<file path="src/rtl/escalonador_rr.sv">
// Purpose : round-robin time-slice scheduler for user processes 1..3; process 0 (kernel) runs otherwise.
// Latency : cria_proc -> prontos 1 cycle; IDLE/ctx_ack -> id_proc nonzero 2 edges; slice = QUANTUM RUN + 1 TROCA cycle.
// Backpress: no valid/ready; after every switch or halt the scheduler stalls in ESPERA until ctx_ack.
//
// Ports:
//   clk, reset (async, active-high)
//   enable       : allow dispatch of user processes
//   atualPC      : current PC, saved into the preempted process's slot at quantum expiry
//   halt         : running process finished; drops it from the ready mask
//   cria_proc/cria_id/cria_pc : register (or re-register) a process and its start PC; id 0 ignored
//   ctx_ack      : kernel switch routine finished
//   id_proc      : running process id (0 = kernel)
//   troca_ctx    : one-cycle context-switch pulse, id_proc still holds the preempted id
//   pc_restaura  : resume PC of the process in id_proc
//   prontos      : ready mask, bit i-1 = process i
//   ocioso       : no process ready
//
// Build option: SCHED_RENOVA_EN -- a lone ready process renews its slice in place
// instead of going through TROCA/ESPERA.

module escalonador_rr #(
    parameter int QUANTUM = 100
) (
    input  logic        clk,
    input  logic        reset,
    input  logic        enable,
    input  logic [31:0] atualPC,
    input  logic        halt,
    input  logic        cria_proc,
    input  logic [1:0]  cria_id,
    input  logic [31:0] cria_pc,
    input  logic        ctx_ack,
    output logic [1:0]  id_proc,
    output logic        troca_ctx,
    output logic [31:0] pc_restaura,
    output logic [2:0]  prontos,
    output logic        ocioso
);

    localparam int CW = (QUANTUM > 1) ? $clog2(QUANTUM) : 1;

    typedef enum logic [2:0] {
        IDLE,
        DISPATCH,
        RUN,
        TROCA,
        ESPERA
    } estado_t;

    estado_t       estado;
    estado_t       proxEstado;
    logic [CW-1:0] contador;
    logic [1:0]    lastId;
    logic [1:0]    proxId;
    logic [31:0]   pcProx;
    logic [31:0]   savedPc [3];
    logic [2:0]    maskAtual;
    logic [2:0]    criaMask;
    logic [2:0]    prontosProx;
    logic          fimQuantum;
    logic          renova;
    logic          salvaPc;

    assign ocioso     = (prontos == 3'b000);
    assign fimQuantum = (contador == CW'(QUANTUM - 1));

    // One-hot of the running process; id 0 shifts the bit out and yields an empty mask.
    assign maskAtual = (id_proc == 2'd0) ? 3'b000 : (3'b001 << (id_proc - 2'd1));
    assign criaMask  = (cria_proc && cria_id != 2'd0) ? (3'b001 << (cria_id - 2'd1)) : 3'b000;

    // Slice renewal only when the running process is the sole ready one.
    always_comb begin
        renova = 1'b0;
`ifdef SCHED_RENOVA_EN
        renova = (prontos == maskAtual);
`endif
    end

    // Cyclic search starting just after lastId; uses the mask from before the edge,
    // so a process registered in the same cycle is not yet a candidate.
    always_comb begin
        proxId = 2'd0;
        case (lastId)
            2'd1:    proxId = prontos[1] ? 2'd2 : prontos[2] ? 2'd3 : prontos[0] ? 2'd1 : 2'd0;
            2'd2:    proxId = prontos[2] ? 2'd3 : prontos[0] ? 2'd1 : prontos[1] ? 2'd2 : 2'd0;
            default: proxId = prontos[0] ? 2'd1 : prontos[1] ? 2'd2 : prontos[2] ? 2'd3 : 2'd0;
        endcase
    end

    always_comb begin
        pcProx = 32'd0;
        case (proxId)
            2'd1:    pcProx = savedPc[0];
            2'd2:    pcProx = savedPc[1];
            2'd3:    pcProx = savedPc[2];
            default: pcProx = 32'd0;
        endcase
    end

    // Halt clears first, then a registration sets, so a re-registration in the
    // halt cycle keeps the process ready.
    always_comb begin
        prontosProx = prontos;
        if (estado == RUN && halt) begin
            prontosProx = prontosProx & ~maskAtual;
        end
        prontosProx = prontosProx | criaMask;
    end

    assign salvaPc = (estado == RUN) && !halt && fimQuantum && !renova;

    // FSM state register
    always_ff @(posedge clk or posedge reset) begin
        if (reset) begin
            estado <= IDLE;
        end else begin
            estado <= proxEstado;
        end
    end

    // FSM next state and outputs
    always_comb begin
        proxEstado = estado;
        troca_ctx  = 1'b0;
        case (estado)
            IDLE: begin
                if (enable && prontos != 3'b000) proxEstado = DISPATCH;
            end
            DISPATCH: begin
                proxEstado = (prontos != 3'b000) ? RUN : IDLE;
            end
            RUN: begin
                if (halt) begin
                    proxEstado = ESPERA;
                end else if (fimQuantum && !renova) begin
                    proxEstado = TROCA;
                end
            end
            TROCA: begin
                troca_ctx  = 1'b1;
                proxEstado = ESPERA;
            end
            ESPERA: begin
                if (ctx_ack) begin
                    proxEstado = (enable && prontos != 3'b000) ? DISPATCH : IDLE;
                end
            end
            default: proxEstado = IDLE;
        endcase
    end

    // Running id, resume PC, slice counter, ready mask
    always_ff @(posedge clk or posedge reset) begin
        if (reset) begin
            id_proc     <= 2'd0;
            pc_restaura <= 32'd0;
            lastId      <= 2'd3;
            contador    <= '0;
            prontos     <= 3'b000;
        end else begin
            prontos <= prontosProx;
            case (estado)
                DISPATCH: begin
                    if (prontos != 3'b000) begin
                        id_proc     <= proxId;
                        pc_restaura <= pcProx;
                        lastId      <= proxId;
                        contador    <= '0;
                    end else begin
                        id_proc <= 2'd0;
                    end
                end
                RUN: begin
                    if (halt) begin
                        id_proc <= 2'd0;
                    end else if (fimQuantum && renova) begin
                        contador <= '0;
                    end else begin
                        contador <= contador + 1'b1;
                    end
                end
                // Leaving TROCA the kernel takes over; IDLE/ESPERA keep the kernel.
                default: id_proc <= 2'd0;
            endcase
        end
    end

    // Per-process PC table; a registration overrides a same-cycle expiry save.
    always_ff @(posedge clk or posedge reset) begin
        if (reset) begin
            for (int i = 0; i < 3; i++) savedPc[i] <= 32'd0;
        end else begin
            for (int i = 0; i < 3; i++) begin
                if (criaMask[i]) begin
                    savedPc[i] <= cria_pc;
                end else if (salvaPc && maskAtual[i]) begin
                    savedPc[i] <= atualPC;
                end
            end
        end
    end

endmodule

</file>
<file path="config.mk">
export PLATFORM = sky130hd
export DESIGN_NAME = escalonador_rr
export DESIGN_NICKNAME = d
export VERILOG_FILES = /design/src/rtl/escalonador_rr.sv
export SDC_FILE = /design/constraint.sdc
export NUM_CORES = 1
export LEC_CHECK = 0
export ABC_AREA = 1
export BUFFER_PORTS_ARGS = -buffer_cell sky130_fd_sc_hd__buf_2
export CAP_MARGIN = 20
export CORE_MARGIN = 4
export CORE_UTILIZATION = 45
export CTS_BUF_LIST = sky130_fd_sc_hd__clkbuf_8 sky130_fd_sc_hd__clkbuf_16
export DETAILED_ROUTE_END_ITERATION = 12
export PLACE_DENSITY = 0.63
export SYNTH_ARGS = -nofsm -noshare
export SYNTH_HDL_FRONTEND = slang
export SYNTH_SLANG_ARGS = --single-unit
export TNS_END_PERCENT = 100
</file>
<file path="constraint.sdc">
create_clock -name clk -period 10.95 [get_ports clk]
set_input_delay 1.095 -clock clk [delete_from_list [all_inputs] [get_ports clk]]
set_output_delay 1.095 -clock clk [all_outputs]
set_load 0.02 [all_outputs]
</file>
==> results.md <==
* Die width at 140 um
* CP top delay family: buffers and inverters
* Fillers at 1686
* Reg2reg start: lastId[0]
* CTS H-tree depth at 4
* Num CTS Buffers at 17
* Routed Antenna Nets at 0
* Core box area at 16800 um2
* Fin crit period at 3060 ps
* # rows at 47
* Endpoint class of the critical path: flip-flop
* Critical Path RT at 11260 ps
* Worst-Margin Slew at 1000 ps
* WS Path Type: flip-flop to flip-flop
* Clk slew on worst S/H paths at 60 ps
* Critical path's slowest cell: buf_4
* Final period utilization at 28.0%
* Slew HR at 33.0%
* Worst path most repeated cell: nand2_1
* Io pins at 111
* Largest net degree at the start of global routing at 99
* Flop and latch count out of synthesis at 145
* R2R Setup Slk at 7890 ps
* Routability cong. at 0.794
* Setup crit start: lastId[0]
* Die area at 19500 um2
* Status: completed
* Post-CTS Setup Inserts at 0
* Sw power at 0.000847 W
* Port buffer count at 110
* Cell Chain, Critical Path: inv_1 > ha_1 > inv_1 > nand2_1 > nand2_1 > nand2_1 > nand2_2 > buf_4 > inv_1 > buf_16 > nand3_1 > nand3_1 > nand2_1 > nand2_1
* Synthesis-to-finish area growth at 15.6%
* Post-synthesis sequential area ratio at 46.4%
* Reg2Reg Depth at 14
* Fin. max-slew vios at 0
* Die Y at 140 um
* Combinational power share at 36.1%
* Peak supply drop at 162 uV
* Hold_ws at 479 ps
* Post-cts repair resize count at 0
* First-pass GRT wire length at 37.4 mm
* Root Buffer Master: clkbuf_16
* Nets at 1214
* Crit path depth at 14
* Switching Fraction at 40.1%
* Cell Area, Synth at 7820 um2
* Commonest non-fill, non-tap cells in the layout: nand2_1 (417), nand3_1 (229), dfrtp_1 (143), buf_2 (110), o21ai_0 (103)
* Sequential share of power at 35.0%
* Vias in the first global route at 6832
* Pre-CTS WS at 7880 ps
* Overall Global Routing Usage at 23.8%
* Synth Warn # at 0
* Fmax at 327 MHz
* DRT iter0 DRCs at 685
* CP Data Arrival Time at 3370 ps
* Post-DP HPWL at 13.9 mm
* Power per cell area at 233 nW/um2
* Congestion Overflow GR at 0
* Fin Clk Skew at 8.71 ps
* Final core utilization at 53.7%
* Synthesized netlist cell count at 1076
* Final Worst Setup Slack at 7890 ps
* RSZ-0062 raised after global routing: false
* Initial Util at 46.5%
* TritonCTS clock tree: yes
* Final setup fails at 0
* Post-cts hold buffer count at 0
* Crit path buf inv count at 5
* Count of different cell masters after synthesis at 29
* R2R Path End: pc_restaura[14]
* Crit start category: flip-flop
* Max incr delay on CP at 570 ps
* Wire per inst at 16.5 um
* Clock power frac at 29.0%
* Clk sinks at 145
* N_diodes at 0
* Vias/cell at 5.37
* Leak Pwr at 4.94 nW
* Internal power at 0.00126 W
* Layout cell share with drive strength beyond 1 at 14.8%
* Max Root-Sink Buffers at 2
* Synth Area per Inst at 7.27 um2
* Routed WL at 22.7 mm
* Hold Vio Cnt, Final at 0
* Drt drc at 0
* Hold Path Class: flip-flop to flip-flop
* Critical Path Sink: pc_restaura[14]
* Total negative slack at 0 ps
* Antenna violations before repair at 0
* Post-synthesis net count at 1151
* Worst-path fanout max at 66
* Max capacitance violation total at 0
* Commonest non-fill, non-tap cell in the layout: nand2_1
* Vias at 7363
* Initial DRT Pass Iterations at 6
* Clock latency reported for the late side of the worst-skew pair at 430 ps
## layer usage
metal  track usage, %  vias up  part of all wire [%]
li1                 -     3627                     -
met1             37.4     3469                    50
met2             32.6      238                    41
met3             5.93       29                   7.5
met4             5.92        0                   1.4
met5                0        -                     0
## per-stage QoR
step	power, W	cell area [um2]	cells
after floorplan	0.00127	7820	1076
after global placement	0.00148	8360	1338
after detailed placement	0.00150	8390	1339
after CTS	0.00212	9010	1371
after global routing	0.00225	9040	1372
final	0.00211	9040	1372
## cell usage after synthesis, drive strengths merged
cell / count / area, um2
nand2: 423 / 1610
nand3: 235 / 1210
dfrtp: 143 / 3580
o21ai: 103 / 515
inv: 55 / 206
buf: 43 / 269
clkbuf: 32 / 120
nor2: 16 / 67.6
nor3: 9 / 56.3
ha: 3 / 37.5
a21oi: 2 / 10.0
dfstp: 2 / 52.6
xnor2: 2 / 17.5
xor2: 2 / 17.5
a22o: 1 / 8.76
a31oi: 1 / 6.26
nand3b: 1 / 7.51
nand4: 1 / 6.26
nor3b: 1 / 7.51
o21a: 1 / 7.51
## how the worst min path moves through the flow
stage,from,slack [ps],cells past startpoint,endpoint
6_report,pc_restaura[1],480,2,pc_restaura[1]
5_1_grt,pc_restaura[1],510,2,pc_restaura[1]
4_1_cts,pc_restaura[1],480,2,pc_restaura[1]
3_5_place_dp,pc_restaura[1],470,2,pc_restaura[1]
3_3_place_gp,pc_restaura[1],460,2,pc_restaura[1]
2_1_floorplan,contador[0],470,1,contador[0]
## state kept, by name, indices dropped and copies added, names as in the netlist
register / flops
contador: 7
estado: 3
id_proc: 2
lastId: 2
pc_restaura: 32
prontos: 3
savedPc: 96
## cell type report
cell class	instances	area, um2	share of cell area, %
Multi-Input combinational cell	801	3640	40.3
Sequential cell	145	3630	40.2
Timing Repair Buffer	119	658	7.28
Clock buffer	22	494	5.47
Tap cell	220	275	3.04
Inverter	55	211	2.34
Clock inverter	10	130	1.44
## cells by family (layout without fill, tap and decap cells)
logic type | after synthesis | count (layout) | synth area share [%]
DFF | 145 | 145 | 46.4
and+or+nand+nor | 686 | 686 | 38.0
AOI/OAI and AO/OA | 108 | 108 | 7.01
adders and majority gates | 3 | 3 | 0.480
buffers and inverters | 130 | 206 | 7.62
xor gates and xnor gates | 4 | 4 | 0.448
## worst min-delay path: cells and delay by family, from the launching register on
family / cells / cell delay [ps]
DFF: 1 / 340
and+or+nand+nor: 2 / 100
## power groups by stage
stage	Combinational (W)	Sequential (W)	Clock (W)
2_1_floorplan	0.000505	0.000764	0
3_3_place_gp	0.000731	0.000745	0
3_5_place_dp	0.000759	0.000743	0
4_1_cts	0.000764	0.000735	0.000617
5_1_grt	0.000854	0.000750	0.000643
6_report	0.000762	0.000738	0.000611
(Power assumes the default switching activity.)
